$ cat src/rtl/debounce_pkg.sv
// Shared defaults and helpers for the debounce bank.
package debounce_pkg;

   localparam int unsigned DEF_N_CH            = 8;
   localparam int unsigned DEF_SYNC_STAGES     = 2;
   localparam int unsigned DEF_DEBOUNCE_CYCLES = 256;
   localparam int unsigned DEF_STEP_CNT_W      = 16;

   // Width of a stability counter able to hold 0..cycles.
   function automatic int unsigned cnt_width(input int unsigned cycles);
      return $clog2(cycles + 1);
   endfunction

endpackage

$ cat src/rtl/debounce_channel.sv
// One input channel: synchroniser, stability counter, debounced level and edge pulses.
module debounce_channel
   import debounce_pkg::*;
#(
   parameter int unsigned SYNC_STAGES     = DEF_SYNC_STAGES,
   parameter int unsigned DEBOUNCE_CYCLES = DEF_DEBOUNCE_CYCLES,
   parameter logic        INIT            = 1'b1,
   parameter bit          ACTIVE_LOW      = 1'b1
) (
   input  logic clk,
   input  logic rst_n,
   input  logic raw_i,
   output logic level_o,
   output logic press_o,
   output logic release_o,
   output logic level_nxt_c,
   output logic press_nxt_c
);

   localparam int unsigned      CNT_W      = cnt_width(DEBOUNCE_CYCLES);
   localparam logic [CNT_W-1:0] CNT_LAST   = CNT_W'(DEBOUNCE_CYCLES - 1);
   localparam logic             ACTIVE_LVL = ACTIVE_LOW ? 1'b0 : 1'b1;

   logic [SYNC_STAGES-1:0] sync_q, sync_d;
   logic [CNT_W-1:0]       cnt_q, cnt_d;
   logic                   level_q, level_d;
   logic                   press_q, press_d;
   logic                   release_q, release_d;
   logic                   sync_s;

   // Shift the pin through the synchroniser and debounce the last stage.
   always_comb begin
      sync_d    = {sync_q[SYNC_STAGES-2:0], raw_i};
      sync_s    = sync_q[SYNC_STAGES-1];
      cnt_d     = '0;
      level_d   = level_q;
      press_d   = 1'b0;
      release_d = 1'b0;
      if (sync_s != level_q) begin
         if (cnt_q == CNT_LAST) begin
            level_d   = sync_s;
            press_d   = (sync_s == ACTIVE_LVL);
            release_d = (sync_s != ACTIVE_LVL);
         end else begin
            cnt_d = cnt_q + CNT_W'(1);
         end
      end
   end

   // Channel state registers; reset loads the pull-up level.
   always_ff @(posedge clk or negedge rst_n) begin
      if (!rst_n) begin
         sync_q    <= {SYNC_STAGES{INIT}};
         cnt_q     <= '0;
         level_q   <= INIT;
         press_q   <= 1'b0;
         release_q <= 1'b0;
      end else begin
         sync_q    <= sync_d;
         cnt_q     <= cnt_d;
         level_q   <= level_d;
         press_q   <= press_d;
         release_q <= release_d;
      end
   end

   assign level_o     = level_q;
   assign press_o     = press_q;
   assign release_o   = release_q;
   assign level_nxt_c = level_d;
   assign press_nxt_c = press_d;

endmodule

$ cat src/rtl/debounce_bank.sv
// Multi-channel input conditioner with an integrated single-step controller.
module debounce_bank
   import debounce_pkg::*;
#(
   parameter int unsigned     N_CH            = DEF_N_CH,
   parameter int unsigned     SYNC_STAGES     = DEF_SYNC_STAGES,
   parameter int unsigned     DEBOUNCE_CYCLES = DEF_DEBOUNCE_CYCLES,
   parameter logic [N_CH-1:0] INIT_LEVEL      = '1,
   parameter bit              ACTIVE_LOW      = 1'b1,
   parameter int unsigned     RUN_CH          = 7,
   parameter int unsigned     STEP_CH         = 0,
   parameter int unsigned     STEP_CNT_W      = DEF_STEP_CNT_W
) (
   input  logic                  CLK_CPU,
   input  logic                  resetn,
   input  logic [N_CH-1:0]       raw_i,
   output logic [N_CH-1:0]       level_o,
   output logic [N_CH-1:0]       press_o,
   output logic [N_CH-1:0]       release_o,
   output logic                  stall_o,
   output logic [STEP_CNT_W-1:0] step_count_o
);

   // Configuration sanity: run select and step button must be distinct, existing channels.
   if (RUN_CH == STEP_CH) begin : g_err_same_ch
      $error("debounce_bank: RUN_CH and STEP_CH must differ");
   end
   if (RUN_CH >= N_CH || STEP_CH >= N_CH) begin : g_err_ch_range
      $error("debounce_bank: RUN_CH/STEP_CH out of range");
   end
   if (SYNC_STAGES < 2) begin : g_err_sync
      $error("debounce_bank: SYNC_STAGES must be >= 2");
   end
   if (DEBOUNCE_CYCLES < 1) begin : g_err_deb
      $error("debounce_bank: DEBOUNCE_CYCLES must be >= 1");
   end

   logic [N_CH-1:0]       level_nxt;
   logic [N_CH-1:0]       press_nxt;
   logic [STEP_CNT_W-1:0] step_cnt_q, step_cnt_d;

   // One conditioner per input pin.
   for (genvar i = 0; i < N_CH; i++) begin : g_ch
      debounce_channel #(
         .SYNC_STAGES     (SYNC_STAGES),
         .DEBOUNCE_CYCLES (DEBOUNCE_CYCLES),
         .INIT            (INIT_LEVEL[i]),
         .ACTIVE_LOW      (ACTIVE_LOW)
      ) u_ch (
         .clk         (CLK_CPU),
         .rst_n       (resetn),
         .raw_i       (raw_i[i]),
         .level_o     (level_o[i]),
         .press_o     (press_o[i]),
         .release_o   (release_o[i]),
         .level_nxt_c (level_nxt[i]),
         .press_nxt_c (press_nxt[i])
      );
   end

   // Count a step on the edge that raises the step press while the post-edge mode is step.
   always_comb begin
      step_cnt_d = step_cnt_q;
      if (!level_nxt[RUN_CH] && press_nxt[STEP_CH]) begin
         step_cnt_d = step_cnt_q + STEP_CNT_W'(1);
      end
   end

   // Step counter register.
   always_ff @(posedge CLK_CPU or negedge resetn) begin
      if (!resetn) begin
         step_cnt_q <= '0;
      end else begin
         step_cnt_q <= step_cnt_d;
      end
   end

   // Free run holds stall low; step mode releases it only during a step press pulse.
   assign stall_o      = level_o[RUN_CH] ? 1'b0 : !press_o[STEP_CH];
   assign step_count_o = step_cnt_q;

endmodule

$ cat config.mk
export PLATFORM = sky130hd
export DESIGN_NAME = debounce_bank
export DESIGN_NICKNAME = d
export VERILOG_FILES = /design/src/rtl/debounce_pkg.sv /design/src/rtl/debounce_channel.sv /design/src/rtl/debounce_bank.sv
export SDC_FILE = /design/constraint.sdc
export NUM_CORES = 1
export LEC_CHECK = 0
export CAP_MARGIN = 25
export CORE_AREA = 2 2 135 104
export CTS_BUF_LIST = sky130_fd_sc_hd__clkbuf_4 sky130_fd_sc_hd__clkbuf_8
export DETAILED_ROUTE_END_ITERATION = 8
export DIE_AREA = 0 0 137 106
export GPL_TIMING_DRIVEN = 0
export PLACE_DENSITY = 0.71
export SYNTH_ARGS = -nofsm -noshare
export SYNTH_HDL_FRONTEND = slang
export SYNTH_SLANG_ARGS = --single-unit
$ cat constraint.sdc
create_clock -name CLK_CPU -period 1.65 [get_ports CLK_CPU]
set_input_delay 0.2475 -clock CLK_CPU [delete_from_list [all_inputs] [get_ports CLK_CPU]]
set_output_delay 0.2475 -clock CLK_CPU [all_outputs]
set_load 0.005 [all_outputs]
== Yosys cells after proc, flatten, opt, wreduce, memory -nomap -nowiden ==
Index checks and enable logic that the tools add are counted.

* Flip-flop bits (word level): 128
* Output and inout port bits: 41

* Reduce and logical (&&, ||, !) cells: 10
* Equality and inequality tests: 16
* Mux-type cells: 51
* Add/sub/neg operators: 9
* Bitwise operators: 8

{| class="wikitable"
|+ Operators with widths
! kind !! number
|-
| $mux W9 || 16
|-
| $add A9 B1 Y9 const B || 8
|-
| $eq A9 B8 Y1 const B || 8
|-
| $mux W1 || 35
|-
| $add A16 B1 Y16 const B || 1
|-
| $reduce_and A2 Y1 || 7
|-
| $ne A1 B1 Y1 || 8
|-
| $not A1 Y1 || 8
|-
| $logic_not A1 Y1 || 2
|-
| $logic_and A1 B1 Y1 || 1
|}

== Logic depth before layout (Yosys ltp) ==
Gate-level depths: netlist (run 1).

* Word-level depth: 5
* Gate-level depth with buffers: 6
* Gate-level depth less buffers: 5

== Modules after synthesis ==
Synthesis (run 1) repeated with hierarchy kept, for this count alone.

* Cell total of the unflattened synthesis: 425
* Area, all modules: 5327.6 sq um

{| class="wikitable"
|+ Modules (own cells, without submodules)
! module !! area an instance (sq um) !! cells each !! times used
|-
| debounce_channel || 576.8 || 46 || 8
|-
| debounce_bank || 713.2 || 57 || 1
|}

== Worst setup path after synthesis (run 1) ==
Ideal clock, no wire load.

* Kind: reg2reg
* Start: register g_ch[0].u_ch.cnt_q[0]
* End: register step_cnt_q[1], in the netlist step_count_o[1]
* Path slack: 0.007 ns
* Buffers on the path: 1
* Data arrival time: 1.518 ns
* Stages on the path, launching flop included: 7
* Setup time: 0.125 ns
* Cells stage by stage: dfrtp_1 -> ha_1 -> and4_1 -> and4b_1 -> buf_6 -> nand3_4 -> mux2_4

* Cells in the longest elaborated chain, start to end: 4

{| class="wikitable"
|+ Ends and longest elaborated chain
! element !! line !! source
|-
| from (decl) || debounce_channel.sv:25 || <nowiki>logic [CNT_W-1:0] cnt_q, cnt_d;</nowiki>
|-
| from (signal assigned) || debounce_channel.sv:60 || <nowiki>cnt_q <= cnt_d;</nowiki>
|-
| $eq A9 B8 Y1 || debounce_channel.sv:40 || <nowiki>if (cnt_q == CNT_LAST) begin</nowiki>
|-
| $mux W1 || debounce_channel.sv:40 ||
|-
| $mux W1 || debounce_channel.sv:39 || <nowiki>if (sync_s != level_q) begin</nowiki>
|-
| via g_ch[0].u_ch.press_nxt_c || debounce_channel.sv:17 || <nowiki>output logic press_nxt_c</nowiki>
|-
| $logic_and A1 B1 Y1 || debounce_bank.sv:64 || <nowiki>if (!level_nxt[RUN_CH] && press_nxt[STEP_CH]) begin</nowiki>
|-
| to (signal assigned) || debounce_bank.sv:74 || <nowiki>step_cnt_q <= step_cnt_d;</nowiki>
|-
| to (decl) || debounce_bank.sv:40 || <nowiki>logic [STEP_CNT_W-1:0] step_cnt_q, step_cnt_d;</nowiki>
|}

The timed path passes the listed nets, and every way through them passes these cells.
A chain may end at the register's enable or synchronous reset.

== Final worst setup path (run 1) ==
* Start: register g_ch[0].u_ch.cnt_q[1]
* End: register step_cnt_q[1], in the netlist step_count_o[1]

Same word-level chain as after synthesis.

==> results of run 1 <==
## placed cells by master, fill, tap and decap left out, drive strengths merged, types with 11 or more instances in the layout
| cell | netlist | layout |
|---|---|---|
| xor2 | 30 | 30 |
| nor2 | 60 | 60 |
| clkdlybuf4s50 | 0 | 23 |
| buf | 27 | 62 |
| nor4 | 11 | 11 |
| dlymetal6s2s | 0 | 15 |
| dfrtp | 104 | 104 |
| nand3 | 26 | 26 |
| nand4 | 23 | 23 |
| clkbuf | 2 | 19 |
| and3b | 12 | 12 |
| xnor2 | 36 | 36 |
| dfstp | 24 | 24 |
| nand2 | 32 | 32 |
## worst register-to-register path: stages, from the launching register on
cell,delay (ns)
sky130_fd_sc_hd__dfrtp_1,0.41
sky130_fd_sc_hd__ha_4,0.16
sky130_fd_sc_hd__and4_4,0.21
sky130_fd_sc_hd__and4b_1,0.21
sky130_fd_sc_hd__buf_6,0.14
sky130_fd_sc_hd__nand3_4,0.08
sky130_fd_sc_hd__mux2_4,0.30
## repair_timing
action | 4_1_cts | 5_1_grt
pin swaps | 1 | 10
endpoints found under the setup margin | 64 | 84
resized for setup | 24 | 38
buffers inserted | 21 | 11
hold buffers | 1 | 0
endpoints found under the hold margin | 28 | 0
## final timing paths
path / slack, ns / to / cells after the start
max in group asynchronous: 0.64 / g_ch[5].u_ch.sync_q[0] / 3
min in group asynchronous: 0.25 / g_ch[3].u_ch.press_o / 2
worst min-delay path: 0.22 / g_ch[3].u_ch.sync_q[0] / 1
worst max-delay path: 0.03 / step_count_o[1] / 6
worst max register to register: 0.03 / step_count_o[1] / 6
worst min register to register: 0.36 / g_ch[6].u_ch.sync_q[1] / 0
## flip-flops by register name, indices dropped and copies added (netlist names)
name / cells
g_ch.u_ch.cnt_q: 72
g_ch.u_ch.level_o: 8
g_ch.u_ch.press_o: 8
g_ch.u_ch.release_o: 8
g_ch.u_ch.sync_q: 16
step_count_o: 16
## routing by layer
| metal | track usage | routed length, microns | vias up | share of wire |
|---|---|---|---|---|
| met4 | 0.06554 | 173 | 0 | 0.017 |
| met5 | 0 | 0 | - | 0 |
| met3 | 0.03672 | 378 | 18 | 0.038 |
| met2 | 0.2285 | 4827 | 65 | 0.48 |
| li1 | - | - | 1823 | - |
| met1 | 0.1945 | 4655 | 1831 | 0.46 |
## final cells by class
cell class              count  share of cell area
plain buffers              28             0.02997
clock buffers              18             0.03449
clock inverters            14             0.02317
inverters                   7            0.003659
multi-input cells         311              0.3145
flip-flops and latches    128              0.4510
well taps                 175             0.03049
repair buffers             84              0.1127
## report_power, final
part	internal, W	switching, W	total [W]	leakage, nW
combinational	0.0000985	0.000142	0.000241	1.58
clock	0.00153	0.00121	0.00274	0.200
sequential	0.00322	0.0000636	0.00329	1.68
## logic make-up after synthesis
logic type | after synthesis | synth area share
compound gates | 19 | 0.02677
xor+xnor | 66 | 0.1031
fa+ha+maj | 9 | 0.02008
buf+inv | 36 | 0.04305
flops | 128 | 0.5764
mux | 8 | 0.01673
simple gates | 209 | 0.2139
## per-stage QoR
stage / cells / area, sq um / hold WS [ns]
floorplan: 475 / 5609 / -0.04809
global route: 765 / 7182 / 0.1872
CTS: 754 / 6950 / 0.1850
detailed placement: 701 / 6357 / 0.1351
finish: 765 / 7182 / 0.2172
global placement: 700 / 6329 / 0.3460
==> results_tabular.tex, run 1 <==
\begin{tabular}{lr}
\hline
Metric & Value \\
\hline
\multicolumn{2}{l}{\textbf{Status}} \\
Outcome & completed \\
\multicolumn{2}{l}{\textbf{Final layout}} \\
Count of nets after finishing & 596 \\
Antenna diode count & 0 \\
Ratio of cells with drive above 1 in the final layout & 0.2746 \\
Share of the core filled with cells in the final layout & 0.5387 \\
Fill cell instance count of the final layout & 1145 \\
Area of combinational cells with multiple inputs & 2258 sq um \\
Area taken by flip-flops and latches & 3239 sq um \\
Post-synthesis to final-layout area growth & 28.04\% \\
\multicolumn{2}{l}{\textbf{Setup path}} \\
Kind of end point of the critical path & flip-flop \\
List of cells traversed by the critical path & ha\_4 -> and4\_4 -> and4b\_1 -> buf\_6 -> nand3\_4 -> mux2\_4 \\
Setup crit start & g\_ch[0].u\_ch.cnt\_q[1] \\
CP top delay family & simple AND/OR/NAND/NOR gates \\
Maximum single-stage delay on the critical path & 0.41 ns \\
WP buf/inv & 1 \\
Launch point of the worst reg-to-reg path & g\_ch[0].u\_ch.cnt\_q[1] \\
Kind of start point of the critical path & flip-flop \\
CP max FO & 8 \\
Worst setup path class & flip-flop to flip-flop \\
Endpoint arrival time on the critical path & 1.93 ns \\
Required @ worst endpoint & 1.96 ns \\
Slowest cell on the critical path & sky130\_fd\_sc\_hd\_\_dfrtp\_1 \\
\multicolumn{2}{l}{\textbf{Route}} \\
Count of nets left with antenna violations after detail routing & 0 \\
Remaining design rule violation count & 0 \\
Iteration count of the initial detailed-routing pass & 4 \\
Initial detailed-routing violation count & 193 \\
Via-to-Cell Ratio & 4.885 \\
Average wire per standard cell & 13.12 microns \\
Detailed-route wire length & 10.04 mm \\
Via count & 3737 \\
\multicolumn{2}{l}{\textbf{Placed design}} \\
Setup Slack @ Placement & -0.1152 ns \\
Post-detail-place hpwl & 6.333 mm \\
RD Place Congestion & 0.8226 \\
Number of buffers added on ports & 50 \\
\multicolumn{2}{l}{\textbf{Synth}} \\
Cell types occupying the most area after synthesis & sky130\_fd\_sc\_hd\_\_dfrtp\_1 46\%, sky130\_fd\_sc\_hd\_\_dfstp\_2 11\%, sky130\_fd\_sc\_hd\_\_xnor2\_1 5.6\% \\
Number of unique standard cell types used by synthesis & 41 \\
Number of synthesized flops with an enable pin & 0 \\
Cell accounting for the most synthesized area & sky130\_fd\_sc\_hd\_\_dfrtp\_1 \\
Sequential area share after synthesis & 0.5764 \\
Share of the synthesized area in the top cell type & 0.4640 \\
Proportion of register bits with asynchronous set or reset after synthesis & 1.000 \\
List of most frequent post-synthesis cells & 104 x sky130\_fd\_sc\_hd\_\_dfrtp\_1, 60 x sky130\_fd\_sc\_hd\_\_nor2\_1, 36 x sky130\_fd\_sc\_hd\_\_xnor2\_1, 32 x sky130\_fd\_sc\_hd\_\_nand2\_1, 30 x sky130\_fd\_sc\_hd\_\_xor2\_1 \\
Average size of a mapped cell & 11.81 sq um \\
Mapped Nets & 494 \\
Netlist area before placement & 5609 sq um \\
Gate count after technology mapping & 475 \\
Predominant post-synthesis flop cell & sky130\_fd\_sc\_hd\_\_dfrtp\_1 \\
Flop and latch count out of synthesis & 128 \\
Most frequent cell after synthesis & sky130\_fd\_sc\_hd\_\_dfrtp\_1 \\
YS warnings & 0 \\
\multicolumn{2}{l}{\textbf{STA}} \\
Final number of setup-violating endpoints & 0 \\
Slew at the pin closest to its max-slew limit & 0.4788 ns \\
Tmin final & 1.622 ns \\
Worst slew margin relative to its limit & 0.6808 \\
Setup clock skew after layout & 0.008794 ns \\
Total negative setup slack & 0 ns \\
Final WS setup & 0.02836 ns \\
Number of pins with negative max-slew slack in the final report & 0 \\
Number of hold violations in the final report & 0 \\
Setup repair after global routing missed its margin & true \\
Fmax & 0.6167 GHz \\
Share of the clock period used by the worst path after layout & 0.9828 \\
\multicolumn{2}{l}{\textbf{GRT}} \\
Aggregate global routing overflow & 0 \\
Overall track demand over capacity in global routing & 0.1469 \\
Wire length of the first global-routing pass & 16.95 mm \\
Number of antenna violations at the first check in global routing & 0 \\
Via count of the first global-routing pass & 3753 \\
Maximum number of pins on one net before global-route repair & 101 \\
\multicolumn{2}{l}{\textbf{Floorplan}} \\
Die X-Extent & 137 microns \\
Core region area & 13330 sq um \\
Die outline area & 14520 sq um \\
Starting density of the core & 0.4207 \\
Die span in y & 106 microns \\
Number of standard-cell rows in the floorplan & 37 \\
Number of I/O pins & 51 \\
\multicolumn{2}{l}{\textbf{CTS}} \\
Root Buffer & sky130\_fd\_sc\_hd\_\_clkbuf\_8 \\
TritonCTS clock tree & built \\
Maximum number of buffers from clock root to sink & 2 \\
Number of H-tree branching levels & 4 \\
Number of CTS-inserted buffers & 17 \\
Register clock-pin slew on the reported worst setup and hold paths & 0.07 ns \\
Number of clock sinks seen by CTS & 128 \\
Insertion delay to the later sink of the worst-skew pair & 0.43 ns \\
\multicolumn{2}{l}{\textbf{Power}} \\
Power density of the placed cells & 872.4 nW/um\^{}2 \\
Power Total & 0.006266 W \\
Max rail drop VDD & 545.0 uV \\
Leakage & 3.458 nW \\
\multicolumn{2}{l}{\textbf{Min path}} \\
Min-Delay Path Class & primary input to flip-flop \\
Startpoint of the tightest hold check path & raw\_i[3] \\
\multicolumn{2}{l}{\textbf{Job}} \\
Count of max-cap constraint violations & 0 \\
\hline
\end{tabular}
Power figures use the tool's default switching activity.
==> run 2: changes to the inputs <==
- CTS_CLUSTER_DIAMETER: unset -> 60
==> results of run 2 <==
Final layout, timing and power as in run 1 (identical DEF).
